## src/rtl/dest_hazard_unit_if.sv

```systemverilog
// ID-stage hazard bus: the ID instruction's operand and destination fields going in,
// and the stall, forwarding selects and stall counter coming back.
interface dest_hazard_unit_if #(
    parameter int REG_W = 5,
    parameter int CNT_W = 16
);
    logic             id_valid;
    logic [REG_W-1:0] id_rs;
    logic [REG_W-1:0] id_rt;
    logic             id_rs_used;
    logic             id_rt_used;
    logic [REG_W-1:0] id_dest;
    logic             id_regwrite;
    logic             id_memread;
    logic             flush;
    logic             stall;
    logic [1:0]       ex_fwd_a;
    logic [1:0]       ex_fwd_b;
    logic [CNT_W-1:0] stall_cnt;

    modport master (
        output id_valid, id_rs, id_rt, id_rs_used, id_rt_used,
               id_dest, id_regwrite, id_memread, flush,
        input  stall, ex_fwd_a, ex_fwd_b, stall_cnt
    );

    modport slave (
        input  id_valid, id_rs, id_rt, id_rs_used, id_rt_used,
               id_dest, id_regwrite, id_memread, flush,
        output stall, ex_fwd_a, ex_fwd_b, stall_cnt
    );
endinterface

```

## src/rtl/dest_hazard_unit.sv

```systemverilog
// Tracks in-flight destinations through EX/MEM/WB, raises the load-use stall and
// registers the EX operand forwarding selects; also counts stall cycles (saturating).
module dest_hazard_unit #(
    parameter int REG_W = 5,
    parameter int CNT_W = 16
) (
    input logic               clk,
    input logic               rst_n,
    dest_hazard_unit_if.slave hz
);

    localparam logic [1:0] FWD_RF  = 2'b00;
    localparam logic [1:0] FWD_EX  = 2'b01;
    localparam logic [1:0] FWD_MEM = 2'b10;

    logic             vld_p0, rw_p0, mr_p0;
    logic [REG_W-1:0] dest_p0;
    logic             vld_p1, rw_p1;
    logic [REG_W-1:0] dest_p1;
    logic             vld_p2, rw_p2;
    logic [REG_W-1:0] dest_p2;
    logic [1:0]       fwd_a_p0, fwd_b_p0;
    logic [CNT_W-1:0] cnt_q;

    logic             ex_w, mem_w, wb_w;
    logic             ld_hit, stall, issue;
    logic [1:0]       fwd_a_nxt, fwd_b_nxt;

    function automatic logic [CNT_W-1:0] sat_inc(input logic [CNT_W-1:0] c);
        return (&c) ? c : c + {{(CNT_W-1){1'b0}}, 1'b1};
    endfunction

    // A WB match resolves through the write-first register file, hence 00 there too.
    function automatic logic [1:0] fwd_sel(
        input logic             used,
        input logic [REG_W-1:0] src,
        input logic             exw,
        input logic             exld,
        input logic [REG_W-1:0] exd,
        input logic             memw,
        input logic [REG_W-1:0] memd,
        input logic             wbw,
        input logic [REG_W-1:0] wbd
    );
        logic [1:0] sel;
        sel = FWD_RF;
        if (!used)
            sel = FWD_RF;
        else if (exw && src == exd)
            sel = exld ? FWD_RF : FWD_EX;
        else if (memw && src == memd)
            sel = FWD_MEM;
        else if (wbw && src == wbd)
            sel = FWD_RF;
        return sel;
    endfunction

    // ID stage: hazard detection against the current EX/MEM/WB entries
    always_comb begin
        ex_w   = vld_p0 & rw_p0 & (dest_p0 != '0);
        mem_w  = vld_p1 & rw_p1 & (dest_p1 != '0);
        wb_w   = vld_p2 & rw_p2 & (dest_p2 != '0);
        ld_hit = (hz.id_rs_used & (hz.id_rs == dest_p0)) |
                 (hz.id_rt_used & (hz.id_rt == dest_p0));
        stall  = hz.id_valid & ~hz.flush & ex_w & mr_p0 & ld_hit;
        issue  = hz.id_valid & ~stall & ~hz.flush;
        fwd_a_nxt = fwd_sel(hz.id_rs_used, hz.id_rs, ex_w, mr_p0, dest_p0,
                            mem_w, dest_p1, wb_w, dest_p2);
        fwd_b_nxt = fwd_sel(hz.id_rt_used, hz.id_rt, ex_w, mr_p0, dest_p0,
                            mem_w, dest_p1, wb_w, dest_p2);
    end

    // ID -> EX -> MEM -> WB entry advance
    always_ff @(posedge clk or negedge rst_n) begin
        if (!rst_n) begin
            vld_p0   <= 1'b0;
            rw_p0    <= 1'b0;
            mr_p0    <= 1'b0;
            dest_p0  <= '0;
            vld_p1   <= 1'b0;
            rw_p1    <= 1'b0;
            dest_p1  <= '0;
            vld_p2   <= 1'b0;
            rw_p2    <= 1'b0;
            dest_p2  <= '0;
            fwd_a_p0 <= FWD_RF;
            fwd_b_p0 <= FWD_RF;
            cnt_q    <= '0;
        end else begin
            vld_p2   <= vld_p1;
            rw_p2    <= rw_p1;
            dest_p2  <= dest_p1;
            vld_p1   <= vld_p0;
            rw_p1    <= rw_p0;
            dest_p1  <= dest_p0;
            vld_p0   <= issue;
            rw_p0    <= issue & hz.id_regwrite;
            mr_p0    <= issue & hz.id_memread;
            dest_p0  <= issue ? hz.id_dest : '0;
            fwd_a_p0 <= issue ? fwd_a_nxt : FWD_RF;
            fwd_b_p0 <= issue ? fwd_b_nxt : FWD_RF;
            if (stall)
                cnt_q <= sat_inc(cnt_q);
        end
    end

    assign hz.stall     = stall;
    assign hz.ex_fwd_a  = fwd_a_p0;
    assign hz.ex_fwd_b  = fwd_b_p0;
    assign hz.stall_cnt = cnt_q;

endmodule
```

## src/flat_wrapper.sv

```systemverilog
// flat-port wrapper written by rule: the top's interface ports become plain ports
module dest_hazard_unit_flat 
#(
    parameter int REG_W = 5,
    parameter int CNT_W = 16
)
  (clk, rst_n, hz_id_valid, hz_id_rs, hz_id_rt, hz_id_rs_used, hz_id_rt_used, hz_id_dest, hz_id_regwrite, hz_id_memread, hz_flush, hz_stall, hz_ex_fwd_a, hz_ex_fwd_b, hz_stall_cnt);
  dest_hazard_unit_if #(.REG_W(REG_W), .CNT_W(CNT_W)) hz_i ();
  input logic clk;
  input logic rst_n;
  input wire logic [$bits(hz_i.id_valid)-1:0] hz_id_valid;
  input wire logic [$bits(hz_i.id_rs)-1:0] hz_id_rs;
  input wire logic [$bits(hz_i.id_rt)-1:0] hz_id_rt;
  input wire logic [$bits(hz_i.id_rs_used)-1:0] hz_id_rs_used;
  input wire logic [$bits(hz_i.id_rt_used)-1:0] hz_id_rt_used;
  input wire logic [$bits(hz_i.id_dest)-1:0] hz_id_dest;
  input wire logic [$bits(hz_i.id_regwrite)-1:0] hz_id_regwrite;
  input wire logic [$bits(hz_i.id_memread)-1:0] hz_id_memread;
  input wire logic [$bits(hz_i.flush)-1:0] hz_flush;
  output wire logic [$bits(hz_i.stall)-1:0] hz_stall;
  output wire logic [$bits(hz_i.ex_fwd_a)-1:0] hz_ex_fwd_a;
  output wire logic [$bits(hz_i.ex_fwd_b)-1:0] hz_ex_fwd_b;
  output wire logic [$bits(hz_i.stall_cnt)-1:0] hz_stall_cnt;
  assign hz_i.id_valid = hz_id_valid;
  assign hz_i.id_rs = hz_id_rs;
  assign hz_i.id_rt = hz_id_rt;
  assign hz_i.id_rs_used = hz_id_rs_used;
  assign hz_i.id_rt_used = hz_id_rt_used;
  assign hz_i.id_dest = hz_id_dest;
  assign hz_i.id_regwrite = hz_id_regwrite;
  assign hz_i.id_memread = hz_id_memread;
  assign hz_i.flush = hz_flush;
  assign hz_stall = hz_i.stall;
  assign hz_ex_fwd_a = hz_i.ex_fwd_a;
  assign hz_ex_fwd_b = hz_i.ex_fwd_b;
  assign hz_stall_cnt = hz_i.stall_cnt;
  dest_hazard_unit #(.REG_W(REG_W), .CNT_W(CNT_W)) u_core (.clk(clk), .rst_n(rst_n), .hz(hz_i));
endmodule
```

## config.mk

```make
export PLATFORM = sky130hd
export DESIGN_NAME = dest_hazard_unit_flat
export DESIGN_NICKNAME = d
export VERILOG_FILES = /design/src/rtl/dest_hazard_unit_if.sv /design/src/rtl/dest_hazard_unit.sv /design/src/flat_wrapper.sv
export SDC_FILE = /design/constraint.sdc
export NUM_CORES = 1
export LEC_CHECK = 0
export ABC_AREA = 1
export CAP_MARGIN = 20
export CORE_UTILIZATION = 50
export DETAILED_ROUTE_END_ITERATION = 8
export GPL_ROUTABILITY_DRIVEN = 0
export HOLD_SLACK_MARGIN = 0.02
export PLACE_DENSITY_LB_ADDON = 0.3
export SYNTH_ARGS = -nofsm -noshare
export SYNTH_HDL_FRONTEND = slang
export SYNTH_SLANG_ARGS = --single-unit
```

## constraint.sdc

```tcl
create_clock -name clk -period 2.09 [get_ports clk]
set_input_delay 0.418 -clock clk [delete_from_list [all_inputs] [get_ports clk]]
set_output_delay 0.418 -clock clk [all_outputs]
set_load 0.02 [all_outputs]
```

==> results.json <==
{
  "outcome": "finished clean",
  "die_h_um": 65.36,
  "critPathBufInv": 3,
  "cap_violations": 0,
  "dr.first_iter.drc_count": 203,
  "first_pass_iters": 4,
  "crit_cells": 7,
  "grt_max_degree": 36,
  "setup_viol": 0,
  "synth_cell_type_count": 24,
  "grtUsageTotal_pct": 26.78,
  "cp_slowest_stage_delay_ns": 0.56,
  "path_max_fanout": 2,
  "syn_nets": 291,
  "grt_pass1_vias": 1879,
  "h-tree-depth": 2,
  "synth_area_um2": 2007,
  "critPathLaunchType": "primary input",
  "report.final.slew_viol_count": 0,
  "dp_hpwl_um": 3232,
  "io_buffers": 43,
  "avgViaCountPerCell": 5.343,
  "wirelength_um": 5090,
  "ctsRootBufferMaster": "clkbuf_8",
  "die_area_um2": 4271,
  "postRouteAntennaNets": 0,
  "p_leak_nw": 1.386,
  "irDropWorstVdd_v": 0.0005205,
  "drcViolationCount": 0,
  "worst_pin_slew_ns": 0.4362,
  "start_util_pct": 53.61,
  "area_delta_synth_final_pct": 37.34,
  "hold_path.class": "reg -> reg",
  "rows": 22,
  "wl_per_cell_um": 13.32,
  "instances_no_fill": 382,
  "power_mw": 1.597,
  "vias": 2041,
  "ioPinCount": 44,
  "crit_required_ns": 1.67,
  "min_path_cells": 0,
  "path_cells": "clkdlybuf4s50_1 -> xnor2_2 -> nand4_1 -> nand2_1 -> nand2_2 -> inv_2 -> buf_6",
  "clock_latency_ns": 0.30,
  "wl_met1_um": 2134,
  "min_period_over_period_pct": 99.44,
  "antenna_found_initial": 0,
  "antennaDiodeCount": 0,
  "ys_seq_area_share_pct": 43.64,
  "report.final.hold_viol_count": 0,
  "wl_met2_um": 2381,
  "period_minus_slack_ns": 2.078,
  "r2r_cells": 10,
  "nets": 357,
  "cp-end-kind": "primary output",
  "fin_skew_ns": 0.004414,
  "timing.fmax_mhz": 481.2,
  "crit_arrival_ns": 1.66,
  "worstSetupPathType": "in -> out",
  "tritoncts": "built",
  "postCtsHoldBufs": 0,
  "synth.avg_cell_area_um2": 7.517,
  "slowest_stage": "clkdlybuf4s50_1",
  "die_x_um": 65.36,
  "gr-total-overflow": 0,
  "place_inst": 369,
  "yosys_warnings": 0,
  "grt_pass1_wl_um": 8521,
  "clock_sinks": 35,
  "synth_cells": 267,
  "clockBufferDepth": 2,
  "core_area_um2": 3744,
  "cts_made_buffers": 5,
  "dr.max_layer_used": "met4",
  "powerDensity_nw_per_um2": 579.5,
  "ys_seq_elements": 35,
  "drive_gt1_share_pct": 14.97,
  "cp_top_family": "buffers and inverters",
  "wl_met3_um": 395,
  "slew_headroom_pct": 70.92,
  "clk_pin_slew_worst_paths_ns": 0.07
}
[power by group]
part           switching [mW]  total [mW]  internal [mW]
Clock                   0.267       0.742          0.476
Sequential             0.0127       0.701          0.689
Combinational          0.0743       0.154         0.0795
Total                   0.353        1.60           1.24
[final timing paths]
check                                         end                   start  slack [ns]
max                                      hz_stall             hz_id_rt[4]        0.01
min                                 u_core.vld_p1           u_core.vld_p0        0.38
max reg2reg                u_core.hz.stall_cnt[6]  u_core.hz.stall_cnt[0]        0.13
min reg2reg                         u_core.vld_p1           u_core.vld_p0        0.38
max in group asynchronous       u_core.dest_p0[3]                   rst_n        1.24
min in group asynchronous       u_core.dest_p0[2]                   rst_n        0.53
[layout make-up]
type / count / area [um^2]
sequential: 35 / 878.3
fill: 300 / 987.2
timing repair buffer: 66 / 596.8
multi-input combinational: 189 / 949.7
tap: 48 / 60.06
clock buffer: 5 / 68.82
inverter: 36 / 135.1
clock inverter: 3 / 67.56
[synth_stat cells, drive strengths merged]
library cell	instances	area share, %
nand2	86	16
dfrtp	35	44
o211ai	1	0.37
o22ai	1	0.31
inv	36	6.7
xnor2	11	4.8
buf	7	2.9
xor2	6	2.6
a21oi	1	0.25
a211oi	1	0.37
ha	1	0.62
nor3	2	0.50
nand4	23	7.2
o21ai	5	1.2
nand3	14	4.2
nand3b	1	0.37
nor2	36	7.4
[through the flow]
stage,utilization [%],worst slack [ns],setup TNS (ns),instance area (um^2),hold slack (ns)
2_1_floorplan,-,0.4121,0,2007,0.1224
5_1_grt,73.63,-0.02137,-0.02137,2756,0.4030
3_3_place_gp,68.75,-0.5057,-2.067,2574,0.3683
6_report,73.63,0.01167,0,2756,0.3841
3_5_place_dp,68.75,-0.5598,-3.491,2574,0.3656
4_1_cts,73.30,0.02946,0,2744,0.3886
[registers in the layout, summed over array words and instances (netlist names)]
| name | flops |
|---|---|
| u_core.dest_p1 | 5 |
| u_core.mr_p0 | 1 |
| u_core.vld_p1 | 1 |
| u_core.dest_p0 | 5 |
| u_core.rw_p0 | 1 |
| u_core.hz.ex_fwd_a | 2 |
| u_core.hz.stall_cnt | 16 |
| u_core.hz.ex_fwd_b | 2 |
| u_core.rw_p1 | 1 |
| u_core.vld_p0 | 1 |
[logic make-up (layout without fill, tap and decap cells)]
family | Yosys count | in the layout | synth area share, %
buf+inv | 43 | 110 | 9.663
simple gates | 162 | 162 | 36.10
xor+xnor | 17 | 17 | 7.419
compound gates | 9 | 9 | 2.556
flops | 35 | 35 | 43.64
fa+ha+maj | 1 | 1 | 0.6233
[placed cells by master, fill, tap and decap left out, types with 3 or more instances in the layout]
| master | instances |
|---|---|
| buf_4 | 23 |
| clkbuf_8 | 5 |
| clkdlybuf4s50_1 | 33 |
| dfrtp_1 | 33 |
| dlygate4sd2_1 | 8 |
| inv_1 | 32 |
| inv_2 | 4 |
| nand2_1 | 83 |
| nand2_2 | 3 |
| nand3_1 | 11 |
| nand3_2 | 3 |
| nand4_1 | 23 |
| nor2_1 | 31 |
| nor2_2 | 4 |
| o21ai_0 | 4 |
| xnor2_1 | 10 |
| xor2_1 | 6 |
[what timing repair did]
| item | CTS | global route |
|---|---|---|
| setup buffers | 5 | 0 |
| pin swaps | 7 | 4 |
| endpoints found under the setup margin | 1 | 1 |
| gates resized for setup | 18 | 6 |
[layer usage]
metal,GRT usage [%],up-vias
met4,11.14,0
met3,6.076,24
met1,34.78,950
li1,-,975
met2,42.78,92
met5,0,-
Power figures use the tool's default switching activity.
